$ cat config.mk
export PLATFORM = sky130hd
export DESIGN_NAME = note_scheduler_flat
export DESIGN_NICKNAME = d
export VERILOG_FILES = /design/src/rtl/note_sched_pkg.sv /design/src/rtl/note_scheduler_if.sv /design/src/rtl/note_scheduler_tick_prescaler.sv /design/src/rtl/note_scheduler.sv /design/src/flat_wrapper.sv
export SDC_FILE = /design/constraint.sdc
export NUM_CORES = 1
export LEC_CHECK = 0
export CAP_MARGIN = 20
export CELL_PAD_IN_SITES_DETAIL_PLACEMENT = 0
export CELL_PAD_IN_SITES_GLOBAL_PLACEMENT = 2
export CORE_MARGIN = 2
export CORE_UTILIZATION = 29
export CTS_CLUSTER_DIAMETER = 50
export DETAILED_ROUTE_END_ITERATION = 10
export GPL_TIMING_DRIVEN = 0
export HOLD_SLACK_MARGIN = 0.02
export MAX_ROUTING_LAYER = met4
export PLACE_DENSITY = 0.85
export REMOVE_ABC_BUFFERS = 1
export SLEW_MARGIN = 20
export SYNTH_ARGS = -nofsm -noshare
export SYNTH_HDL_FRONTEND = slang
export SYNTH_SLANG_ARGS = --single-unit
$ cat constraint.sdc
create_clock -name clk_i -period 2.2 [get_ports clk_i]
set_input_delay 0.55 -clock clk_i [delete_from_list [all_inputs] [get_ports clk_i]]
set_output_delay 0.55 -clock clk_i [all_outputs]
set_load 0.01 [all_outputs]
$ cat src/rtl/note_sched_pkg.sv
// Shared types and constants for the note scheduler: FSM states, ROM word layout and
// source encodings.
package note_sched_pkg;

    typedef enum logic [2:0] {
        StIdle,
        StFetch,
        StIssue,
        StWaitTx,
        StHold,
        StGap
    } state_e;

    localparam logic [11:0] END_MARKER = 12'h000;

    localparam int unsigned DUR_MSB  = 11;
    localparam int unsigned DUR_LSB  = 8;
    localparam int unsigned NOTE_MSB = 7;
    localparam int unsigned NOTE_LSB = 0;

    localparam logic SRC_KEY = 1'b0;
    localparam logic SRC_ROM = 1'b1;

endpackage

$ cat src/rtl/note_scheduler_if.sv
// Note byte handshake between the scheduler (master) and the UART sender (slave).
interface note_scheduler_if;

    logic       tx_en;
    logic [7:0] tx_data;
    logic       tx_stop;

    modport master (
        output tx_en,
        output tx_data,
        input  tx_stop
    );

    modport slave (
        input  tx_en,
        input  tx_data,
        output tx_stop
    );

endinterface

$ cat src/rtl/note_scheduler_tick_prescaler.sv
// Divides clk_i down to a one-cycle tick every TICK_DIV cycles; clr_i restarts the count
// so the next tick lands exactly TICK_DIV cycles later.
module tick_prescaler #(
    parameter int unsigned TICK_DIV = 2500000
) (
    input  logic clk_i,
    input  logic rst_i,
    input  logic clr_i,
    output logic tick_o
);

    localparam int unsigned CntW = (TICK_DIV > 1) ? $clog2(TICK_DIV) : 1;
    localparam logic [CntW-1:0] CntMax = CntW'(TICK_DIV - 1);

    logic [CntW-1:0] cnt_q, cnt_d;

    always_comb begin
        if (clr_i || (cnt_q == CntMax)) begin
            cnt_d = '0;
        end else begin
            cnt_d = cnt_q + CntW'(1);
        end
    end

    assign tick_o = (cnt_q == CntMax);

    always_ff @(posedge clk_i) begin
        if (rst_i) begin
            cnt_q <= '0;
        end else begin
            cnt_q <= cnt_d;
        end
    end

endmodule

$ cat src/rtl/note_scheduler.sv
// Schedules keypad and melody-ROM notes onto the shared UART/buzzer path; keypad pre-empts ROM.
// Define NOTE_SCHED_LOOP_EN to make the ROM end marker wrap to address 0 instead of stopping.
module note_scheduler
    import note_sched_pkg::*;
#(
    parameter int unsigned TICK_DIV  = 2500000,
    parameter int unsigned KEY_TICKS = 4,
    parameter int unsigned GAP_TICKS = 1,
    parameter int unsigned ADDR_W    = 6
) (
    input  logic              clk_i,
    input  logic              rst_i,
    input  logic              key_valid_i,
    input  logic [7:0]        key_code_i,
    input  logic              play_i,
    input  logic              stop_i,
    output logic [ADDR_W-1:0] rom_addr_o,
    input  logic [11:0]       rom_data_i,
    note_scheduler_if.master  tx_if,
    output logic [7:0]        note_out_o,
    output logic              src_o,
    output logic              busy_o,
    output logic              key_drop_o
);

    localparam int unsigned TickMax0 = (KEY_TICKS > GAP_TICKS) ? KEY_TICKS : GAP_TICKS;
    localparam int unsigned TickMax  = (TickMax0 > 16) ? TickMax0 : 16;
    localparam int unsigned TcntW    = $clog2(TickMax + 1);

    state_e             state_q, state_d;
    logic               fetch_rd_q, fetch_rd_d;
    logic [ADDR_W-1:0]  addr_q, addr_d;
    logic [7:0]         note_q, note_d;
    logic [3:0]         dur_q, dur_d;
    logic               src_q, src_d;
    logic [7:0]         note_out_q, note_out_d;
    logic [TcntW-1:0]   tcnt_q, tcnt_d;
    logic               playing_q, playing_d;
    logic               restart_q, restart_d;
    logic               pend_valid_q, pend_valid_d;
    logic [7:0]         pend_code_q, pend_code_d;
    logic               key_drop_q, key_drop_d;

    logic               tick, presc_clr;
    logic               take_key, go_fetch0;
    logic               run, rom_abort, rom_restart;
    logic [TcntW-1:0]   limit;

    tick_prescaler #(
        .TICK_DIV (TICK_DIV)
    ) u_prescaler (
        .clk_i  (clk_i),
        .rst_i  (rst_i),
        .clr_i  (presc_clr),
        .tick_o (tick)
    );

    assign run         = playing_q & ~stop_i;
    assign rom_abort   = (src_q == SRC_ROM) & ~run;
    assign rom_restart = (src_q == SRC_ROM) & restart_q;
    assign limit       = (src_q == SRC_KEY) ? TcntW'(KEY_TICKS) :
                         (dur_q == 4'd0)    ? TcntW'(16) : TcntW'(dur_q);

    always_comb begin
        state_d    = state_q;
        fetch_rd_d = 1'b0;
        addr_d     = addr_q;
        note_d     = note_q;
        dur_d      = dur_q;
        src_d      = src_q;
        note_out_d = note_out_q;
        tcnt_d     = tcnt_q;
        playing_d  = playing_q;
        restart_d  = restart_q;
        presc_clr  = 1'b0;
        take_key   = 1'b0;
        go_fetch0  = 1'b0;

        // stop beats play; a play not consumed directly is replayed from address 0 later
        if (stop_i) begin
            playing_d = 1'b0;
            restart_d = 1'b0;
        end else if (play_i) begin
            playing_d = 1'b1;
            restart_d = 1'b1;
        end

        case (state_q)
            StIdle: begin
                if (pend_valid_q) begin
                    take_key = 1'b1;
                end else if (play_i && !stop_i) begin
                    go_fetch0 = 1'b1;
                end
            end
            StFetch: begin
                if (!run) begin
                    state_d = StIdle;
                end else if (restart_q) begin
                    go_fetch0 = 1'b1;
                end else if (!fetch_rd_q) begin
                    fetch_rd_d = 1'b1;
                end else if (rom_data_i == END_MARKER) begin
`ifdef NOTE_SCHED_LOOP_EN
                    addr_d = '0;
`else
                    state_d   = StIdle;
                    playing_d = 1'b0;
`endif
                end else begin
                    note_d  = rom_data_i[NOTE_MSB:NOTE_LSB];
                    dur_d   = rom_data_i[DUR_MSB:DUR_LSB];
                    src_d   = SRC_ROM;
                    state_d = StIssue;
                end
            end
            StIssue: begin
                state_d = StWaitTx;
            end
            StWaitTx: begin
                if (tx_if.tx_stop) begin
                    if (rom_abort) begin
                        state_d = StIdle;
                    end else if (rom_restart) begin
                        go_fetch0 = 1'b1;
                    end else begin
                        state_d    = StHold;
                        note_out_d = note_q;
                        presc_clr  = 1'b1;
                        tcnt_d     = '0;
                    end
                end
            end
            StHold: begin
                if (pend_valid_q) begin
                    take_key = 1'b1;
                end else if (rom_abort) begin
                    state_d    = StIdle;
                    note_out_d = '0;
                end else if (rom_restart) begin
                    go_fetch0 = 1'b1;
                end else if (tick) begin
                    if (tcnt_q == limit - TcntW'(1)) begin
                        state_d    = StGap;
                        note_out_d = '0;
                        tcnt_d     = '0;
                    end else begin
                        tcnt_d = tcnt_q + TcntW'(1);
                    end
                end
            end
            StGap: begin
                if (pend_valid_q) begin
                    take_key = 1'b1;
                end else if (rom_abort) begin
                    state_d = StIdle;
                end else if (rom_restart) begin
                    go_fetch0 = 1'b1;
                end else if (tick) begin
                    if (tcnt_q == TcntW'(GAP_TICKS - 1)) begin
                        tcnt_d = '0;
                        if (!run) begin
                            state_d = StIdle;
                        end else if (restart_q) begin
                            go_fetch0 = 1'b1;
                        end else begin
                            state_d = StFetch;
                            addr_d  = addr_q + ADDR_W'(1);
                        end
                    end else begin
                        tcnt_d = tcnt_q + TcntW'(1);
                    end
                end
            end
            default: state_d = StIdle;
        endcase

        if (take_key) begin
            state_d    = StIssue;
            note_d     = pend_code_q;
            src_d      = SRC_KEY;
            note_out_d = '0;
            tcnt_d     = '0;
        end
        if (go_fetch0) begin
            state_d    = StFetch;
            addr_d     = '0;
            restart_d  = 1'b0;
            note_out_d = '0;
        end
    end

    // Single-entry key buffer: latest press wins, an overwrite is reported as a drop
    always_comb begin
        pend_valid_d = pend_valid_q & ~take_key;
        pend_code_d  = pend_code_q;
        key_drop_d   = 1'b0;
        if (key_valid_i) begin
            pend_valid_d = 1'b1;
            pend_code_d  = key_code_i;
            key_drop_d   = pend_valid_q & ~take_key;
        end
    end

    always_ff @(posedge clk_i) begin
        if (rst_i) begin
            state_q      <= StIdle;
            fetch_rd_q   <= 1'b0;
            addr_q       <= '0;
            note_q       <= '0;
            dur_q        <= '0;
            src_q        <= SRC_KEY;
            note_out_q   <= '0;
            tcnt_q       <= '0;
            playing_q    <= 1'b0;
            restart_q    <= 1'b0;
            pend_valid_q <= 1'b0;
            pend_code_q  <= '0;
            key_drop_q   <= 1'b0;
        end else begin
            state_q      <= state_d;
            fetch_rd_q   <= fetch_rd_d;
            addr_q       <= addr_d;
            note_q       <= note_d;
            dur_q        <= dur_d;
            src_q        <= src_d;
            note_out_q   <= note_out_d;
            tcnt_q       <= tcnt_d;
            playing_q    <= playing_d;
            restart_q    <= restart_d;
            pend_valid_q <= pend_valid_d;
            pend_code_q  <= pend_code_d;
            key_drop_q   <= key_drop_d;
        end
    end

    assign tx_if.tx_en   = (state_q == StIssue) || (state_q == StWaitTx);
    assign tx_if.tx_data = note_q;
    assign rom_addr_o    = addr_q;
    assign note_out_o    = note_out_q;
    assign src_o         = src_q;
    assign busy_o        = (state_q != StIdle);
    assign key_drop_o    = key_drop_q;

endmodule

$ cat src/flat_wrapper.sv
// flat-port wrapper written by rule: the top's interface ports become plain ports
module note_scheduler_flat import note_sched_pkg::*;
#(
    parameter int unsigned TICK_DIV  = 2500000,
    parameter int unsigned KEY_TICKS = 4,
    parameter int unsigned GAP_TICKS = 1,
    parameter int unsigned ADDR_W    = 6
)
  (clk_i, rst_i, key_valid_i, key_code_i, play_i, stop_i, rom_addr_o, rom_data_i, note_out_o, src_o, busy_o, key_drop_o, tx_if_tx_en, tx_if_tx_data, tx_if_tx_stop);
  note_scheduler_if tx_if_i ();
  input  logic clk_i;
  input  logic rst_i;
  input  logic key_valid_i;
  input  logic [7:0] key_code_i;
  input  logic play_i;
  input  logic stop_i;
  output logic [ADDR_W-1:0] rom_addr_o;
  input  logic [11:0] rom_data_i;
  output logic [7:0] note_out_o;
  output logic src_o;
  output logic busy_o;
  output logic key_drop_o;
  output wire logic [$bits(tx_if_i.tx_en)-1:0] tx_if_tx_en;
  output wire logic [$bits(tx_if_i.tx_data)-1:0] tx_if_tx_data;
  input wire logic [$bits(tx_if_i.tx_stop)-1:0] tx_if_tx_stop;
  assign tx_if_tx_en = tx_if_i.tx_en;
  assign tx_if_tx_data = tx_if_i.tx_data;
  assign tx_if_i.tx_stop = tx_if_tx_stop;
  note_scheduler #(.TICK_DIV(TICK_DIV), .KEY_TICKS(KEY_TICKS), .GAP_TICKS(GAP_TICKS), .ADDR_W(ADDR_W)) u_core (.clk_i(clk_i), .rst_i(rst_i), .key_valid_i(key_valid_i), .key_code_i(key_code_i), .play_i(play_i), .stop_i(stop_i), .rom_addr_o(rom_addr_o), .rom_data_i(rom_data_i), .tx_if(tx_if_i), .note_out_o(note_out_o), .src_o(src_o), .busy_o(busy_o), .key_drop_o(key_drop_o));
endmodule
==> results_dict.tcl <==
set metrics [dict create \
    p_leak_nw 1.62 \
    p_sw_w 0.00107 \
    critPathMaxFanout 17 \
    core_um2 11900 \
    synthFlopType "dfxtp_1" \
    drtIter0Drc 147 \
    tightest_slew_ns 0.596 \
    syn-instance-count 396 \
    fin_skew_ns 0.00686 \
    layout_commonest_cell "nor2_1" \
    diodes 0 \
    place.port_buffers 51 \
    wl_per_cell_um 14.2 \
    multi_input_area_um2 2050 \
    nFillCells 1199 \
    rows 40 \
    yosys_warnings 0 \
    switching_share_pct 27.7 \
    syn_area_um2 3480 \
    cap_violations 0 \
    crit_buf_inv 0 \
    clkTransAtPathRegs_ns 0.06 \
    synthToLayoutAreaGrowth_pct 32.6 \
    critical_path_class "reg2reg" \
    root_buffer "clkbuf_16" \
    drcViolationCount 0 \
    drv_slew 0 \
    dr.pass1.iters 6 \
    async_flop_share_pct 0 \
    powerDensity_nw_per_um2 840 \
    cp.required_ns 2.42 \
    internal-power_w 0.00280 \
    grtUsageTotal_pct 14.2 \
    synth_edf_count 0 \
    hold_slack_ns 0.447 \
    crit_path_end_kind "flop" \
    p_total_w 0.00387 \
    finalSetupViolCount 0 \
    gp_congestion 0.799 \
    grt_first_pass_wirelength_mm 14.2 \
    synth-seq-cells 70 \
    antenna_found_initial 0 \
    cp-start-kind "flop" \
    dp_slack_ns -0.972 \
    dieArea_um2 12900 \
    nets 483 \
    vias 3017 \
    finalWorstSetupSlack_ns 0.0871 \
    regArea_um2 1420 \
    status "finished, final reports clean" \
    routed_wl_mm 8.56 \
    fin_crit_ns 2.11 \
    vias_per_cell 5.00 \
    grt_max_degree 30 \
    die_width_um 114 \
    min_period_over_period_pct 96.0 \
    ir_drop_mv 0.577 \
    min_path_type "reg2reg" \
    cts_buffer_depth 2 \
    dpl.hpwl_mm 6.08 \
    antenna_left 0 \
    slowest_stage "dfxtp_4" \
    cp.arrival_ns 2.33 \
    clk_latency_ns 0.34 \
    cts_buffers 9 \
    grt_overflow_total 0 \
    initial_core_util_pct 29.3 \
    place_area_um2 4120 \
    crit_family "compound AO/OA/AOI/OAI gates" \
    comb_power_share_pct 18.8 \
    synth.distinct_cells 64 \
    avgSynthCellArea_um2 8.78 \
    h-tree-depth 3 \
    pwr-share-clk_pct 43.4 \
    holdBufCountCts 0 \
    pwr-share-seq_pct 37.8 \
    synth-seq-area-share_pct 40.3 \
    worst-r2r-setup-slack_ns 0.09 \
    critPathMaxStageDelay_ns 0.40 \
    timing.fmax_ghz 0.473 \
    drive_gt1_share_pct 12.9 \
    die_y_um 114 \
    grt_pass1_vias 2872 \
    final.setup.tns_ns 0 \
    report.final.hold_viol_count 0 \
    ios 52 \
    cts_tree "done" \
    crit_chain "or3b_1 -> or2_1 -> a2111oi_4 -> a41oi_4 -> a22oi_1 -> nor2_1" \
    cts_sinks 70 \
    rsz0062_at_grt "true" \
    relSlewSlack_pct 60.1 \
    mostFrequentLayoutCells "nor2_1 (67), dfxtp_1 (62), clkdlybuf4s50_1 (48), nand2_1 (31), xor2_1 (22)" \
    design_area_um2 4610 \
]
## sequential cells by signal (all words and copies together), names as in the netlist, 3 cells and up
signal,flops
u_core.tcnt_q,5
u_core.rom_addr_o,6
u_core.u_prescaler.cnt_q,22
u_core.note_out_o,8
u_core.tx_if.tx_data,8
u_core.dur_q,4
u_core.state_q,3
u_core.pend_code_q,8
## stage by stage
step / utilization [%] / cells
final: 38.9 / 604
after global routing: 38.9 / 604
after CTS: 38.4 / 603
after detailed placement: 34.8 / 582
after global placement: 34.8 / 582
after floorplan: - / 384
## power groups by stage
stage | Sequential, W | Clock (W) | Combinational (W)
after floorplan | 0.00146 | 0 | 0.000413
after global placement | 0.00148 | 0 | 0.000708
after detailed placement | 0.00148 | 0 | 0.000704
after CTS | 0.00146 | 0.00172 | 0.000720
after global routing | 0.00148 | 0.00177 | 0.000798
final | 0.00146 | 0.00168 | 0.000729
## logic make-up (layout without fill, tap and decap cells)
family | after synthesis | after routing | share of synthesized area, %
AND/OR/NAND/NOR | 178 | 178 | 26.4
flip-flops | 70 | 70 | 40.3
AO/OA/AOI/OAI | 68 | 68 | 14.9
XOR/XNOR | 31 | 31 | 8.02
buffers and inverters | 23 | 84 | 2.63
multiplexers | 21 | 21 | 6.04
adder cells (fa/ha/maj) | 5 | 5 | 1.80
## synth_stat cells, drive strengths merged, types with 2 or more instances
cell type / count / share of area [%]
a31oi: 2 / 0.36
or3: 3 / 0.68
nor2b: 4 / 0.72
nor4b: 5 / 1.7
a31o: 2 / 0.50
o21ai: 14 / 2.1
or3b: 2 / 0.58
nor3: 7 / 1.0
a2111oi: 2 / 1.0
dfxtp: 70 / 40
and2: 3 / 0.54
inv: 11 / 1.2
nor4: 8 / 1.9
ha: 5 / 1.8
o211ai: 2 / 0.43
nand2b: 4 / 0.72
nand3: 15 / 2.3
nor2: 71 / 7.8
a21oi: 8 / 1.2
clkbuf: 8 / 0.86
and3: 5 / 0.90
o21a: 3 / 0.65
nand2: 31 / 3.3
a22oi: 9 / 1.9
xnor2: 8 / 2.0
o221ai: 2 / 0.50
xor2: 23 / 6.0
buf: 4 / 0.58
nand4: 10 / 1.8
a211oi: 9 / 1.9
o22ai: 2 / 0.36
and4: 3 / 0.76
mux2i: 21 / 6.0
o31ai: 3 / 0.65
## path summary, 6_finish.rpt
| check | from | cells after the start | end |
|---|---|---|---|
| max reg2reg | u_core.state_q[0] | 6 | u_core.note_out_o[6] |
| min | u_core.u_prescaler.cnt_q[0] | 1 | u_core.u_prescaler.cnt_q[0] |
| min reg2reg | u_core.u_prescaler.cnt_q[0] | 1 | u_core.u_prescaler.cnt_q[0] |
| max | u_core.state_q[0] | 6 | u_core.note_out_o[6] |
## layout make-up
class / count / area share (%)
clock buffer: 9 / 4.88
clock inverter: 7 / 2.66
inverter: 11 / 0.895
multi-input combinational: 303 / 44.5
sequential: 70 / 30.8
tap: 147 / 3.99
timing repair buffer: 57 / 12.2
## repair_timing
item,4_1_cts,5_1_grt
setup buffers,5,1
pin swaps,7,4
hold endpoints to repair,0,0
endpoints found under the setup margin,60,30
resized for setup,16,17
## worst register-to-register path: cells and delay by family (launching register included)
| kind | cells | cell delay (ns) |
|---|---|---|
| DFF | 1 | 0.40 |
| and+or+nand+nor | 3 | 0.73 |
| AOI/OAI and AO/OA | 3 | 0.86 |
## layer usage
layer	wire (µm)	GRT usage [%]	vias up
met3	337	3.24	12
met2	3880	21.3	53
met4	146	5.61	0
met1	4200	18.7	1421
li1	-	-	1531
met5	0	-	-
Note: power is estimated with default switching activity, not from simulation.
==> patch: new RTL, same settings <==
`KEY_TICKS` is set to 4 in 2 places; all go to 2.
--- a/src/rtl/note_scheduler.sv
+++ b/src/rtl/note_scheduler.sv
@@ -4,7 +4,7 @@
     import note_sched_pkg::*;
 #(
     parameter int unsigned TICK_DIV  = 2500000,
-    parameter int unsigned KEY_TICKS = 4,
+    parameter int unsigned KEY_TICKS = 2,
     parameter int unsigned GAP_TICKS = 1,
     parameter int unsigned ADDR_W    = 6
 ) (
--- a/src/flat_wrapper.sv
+++ b/src/flat_wrapper.sv
@@ -2,7 +2,7 @@
 module note_scheduler_flat import note_sched_pkg::*;
 #(
     parameter int unsigned TICK_DIV  = 2500000,
-    parameter int unsigned KEY_TICKS = 4,
+    parameter int unsigned KEY_TICKS = 2,
     parameter int unsigned GAP_TICKS = 1,
     parameter int unsigned ADDR_W    = 6
 )
Formal check against the unedited RTL: same outputs for any inputs over 4 cycles, from zero or initial values and one cycle with rst_i high; that may be too few to reach the edited logic, so the function may still have changed.
==> patch against the original RTL <==
The flow now finishes with violations (negative setup slack); sequential power fell by 3%; maximum frequency down 15%; synthesized area increased by 4.4%; clock power is 21% lower; synthesized cell count is 5.8% higher; hold slack worse by 16 ps; wire length grew 10%; worst setup slack lost 380 ps; global-route usage up 0.67 points; total power shrank 12%; clock skew about the same; final area increased by 6.8%; sequential cell count stayed put; largest cell class unchanged.
==> patch: results (changes against the original RTL) <==
stage,metric,value,unit,change
status,outcome,"finished, violations left",,
status,failing checks,negative setup slack,,
placed_design,GP Congestion,0.818,,+2.3%
grt,GRT Overall Usage,14.9,%,+0.67 points
clock_network,CTS Buffer Depth,2,,unchanged
logic_synthesis,post-synthesis sequential area ratio,38.6,%,-1.7 points
logic_synthesis,ys async rst share,0,%,unchanged
grt,largest net degree at the start of global routing,29,,-3.3%
setup_path,"Slowest-stage cell, CP",or4b_4,,
drt,met3 wire len,256,um,-24%
sta,Worst Max-Slew Pin Slew,1100,ps,+500 ps
placed_design,placed cell count,621,,+6.7%
logic_synthesis,cell count after synthesis,419,,+5.8%
sta,post-route setup slack,-291,ps,-378 ps
setup_path,crit path from,u_core.src_o$_SDFFE_PP0P_,,
final_layout,Final nets,512,,+6.0%
power,switching part of the total,28.5,%,+0.76 points
setup_path,CP max FO,6,,-11
grt,vias in the first global route,3098,,+7.9%
setup_path,Slowest Stage Delay on Critical Path,480,ps,+80 ps
setup_path,"Arr. time, crit path",2740,ps,+410 ps
clock_network,clk_lat worst skew,320,ps,-20 ps
placed_design,post-detail-place hpwl,6580,um,+8.2%
grt,GR Util met2,23.5,%,+2.2 points
drt,Met2 Routed Length,4580,um,+18%
drt,drt pass-1 iters,4,,-2
power,Leak,1.77,nW,+9.5%
sta,worst-case clock skew,7.04,ps,+0.180 ps
final_layout,ratio of cells with drive above 1 in the final layout,16.9,%,+4.0 points
grt,met3 Track Usage GR,3.29,%,+0.054 points
grt,met1 track demand over resource,19.3,%,+0.64 points
logic_synthesis,"top cells by count, synth","70 x dfxtp_1, 62 x nor2_1, 30 x mux2i_1",,
drt,vias,3239,,+7.4%
grt,first-pass GRT wire length,15400,um,+8.6%
sta,Final setup viols,16,,+16
drt,WL met1,4500,um,+7.1%
-- patch: cell count changes in the layout (fill, tap and decap cells not counted), sizes merged, moves of 5 or more --
| cell | unedited run | this run |
|---|---|---|
| nor2 | 71 | 62 |
| buf | 7 | 18 |
| mux2i | 21 | 30 |
| inv | 11 | 17 |
| a22oi | 9 | 1 |
| nand3 | 15 | 23 |
| nand4 | 10 | 15 |
| a21oi | 8 | 15 |
| a211o | 1 | 6 |
-- patch: path summary, 6_finish.rpt --
| path | cells past startpoint | endpoint | slack, ps |
|---|---|---|---|
| setup / recovery | 9 | u_core.tcnt_q[0]$_SDFFE_PP0P_ | -290 |
| setup reg to reg | 9 | u_core.tcnt_q[0]$_SDFFE_PP0P_ | -290 |
| hold / removal | 1 | u_core.u_prescaler.cnt_q[0]$_SDFF_PP0_ | 430 |
| hold reg to reg | 1 | u_core.u_prescaler.cnt_q[0]$_SDFF_PP0_ | 430 |
-- patch: layout make-up --
| cell class | count | area (um2) |
|---|---|---|
| multi-input combinational | 315 | 2270 |
| timing repair buffer | 69 | 679 |
| clock inverter | 5 | 33.8 |
| sequential | 70 | 1430 |
| fill | 1234 | 7180 |
| inverter | 16 | 65.1 |
| tap | 168 | 210 |
| clock buffer | 11 | 243 |
-- patch: power by group through the flow --
| stage | Combinational, W | Sequential [W] | Clock (W) |
|---|---|---|---|
| floorplan | 0.000308 | 0.00143 | 0 |
| global placement | 0.000561 | 0.00144 | 0 |
| detailed placement | 0.000571 | 0.00144 | 0 |
| CTS | 0.000622 | 0.00142 | 0.00137 |
| global route | 0.000699 | 0.00143 | 0.00144 |
| finish | 0.000638 | 0.00142 | 0.00133 |
-- patch: timing repair --
item,CTS,global route
setup buffers,14,3
setup endpoints to repair,60,55
pin swaps,12,9
hold buffers,0,0
gates resized for setup,36,18
-- patch: logic make-up after synthesis --
logic type      count (synthesis)  synth area share [%]
fa+ha+maj                       5                  1.72
xor+xnor                       26                  6.69
buf+inv                        34                  4.07
simple gates                  186                  27.0
mux                            30                  8.27
flops                          70                  38.6
compound gates                 68                  13.7
-- patch: worst max-delay path, delay by kind of cell (launching register included) --
family	cells	cell delay (ps)
AO/OA/AOI/OAI	4	740
adder cells (fa/ha/maj)	1	160
buffers and inverters	1	150
AND/OR/NAND/NOR	3	970
flip-flops	1	390
-- patch: metrics by stage --
step | area [um2] | setup WS, ps | setup TNS (ps) | hold slack [ps] | power (W)
final | 4930 | -291 | -3760 | 431 | 0.00339
after global routing | 4930 | -366 | -5200 | 448 | 0.00357
after CTS | 4840 | -312 | -3960 | 463 | 0.00341
after detailed placement | 4290 | -1120 | -40890 | 454 | 0.00201
after global placement | 4260 | -1480 | -58050 | 442 | 0.00200
after floorplan | 3540 | -528 | -9190 | 430 | 0.00174
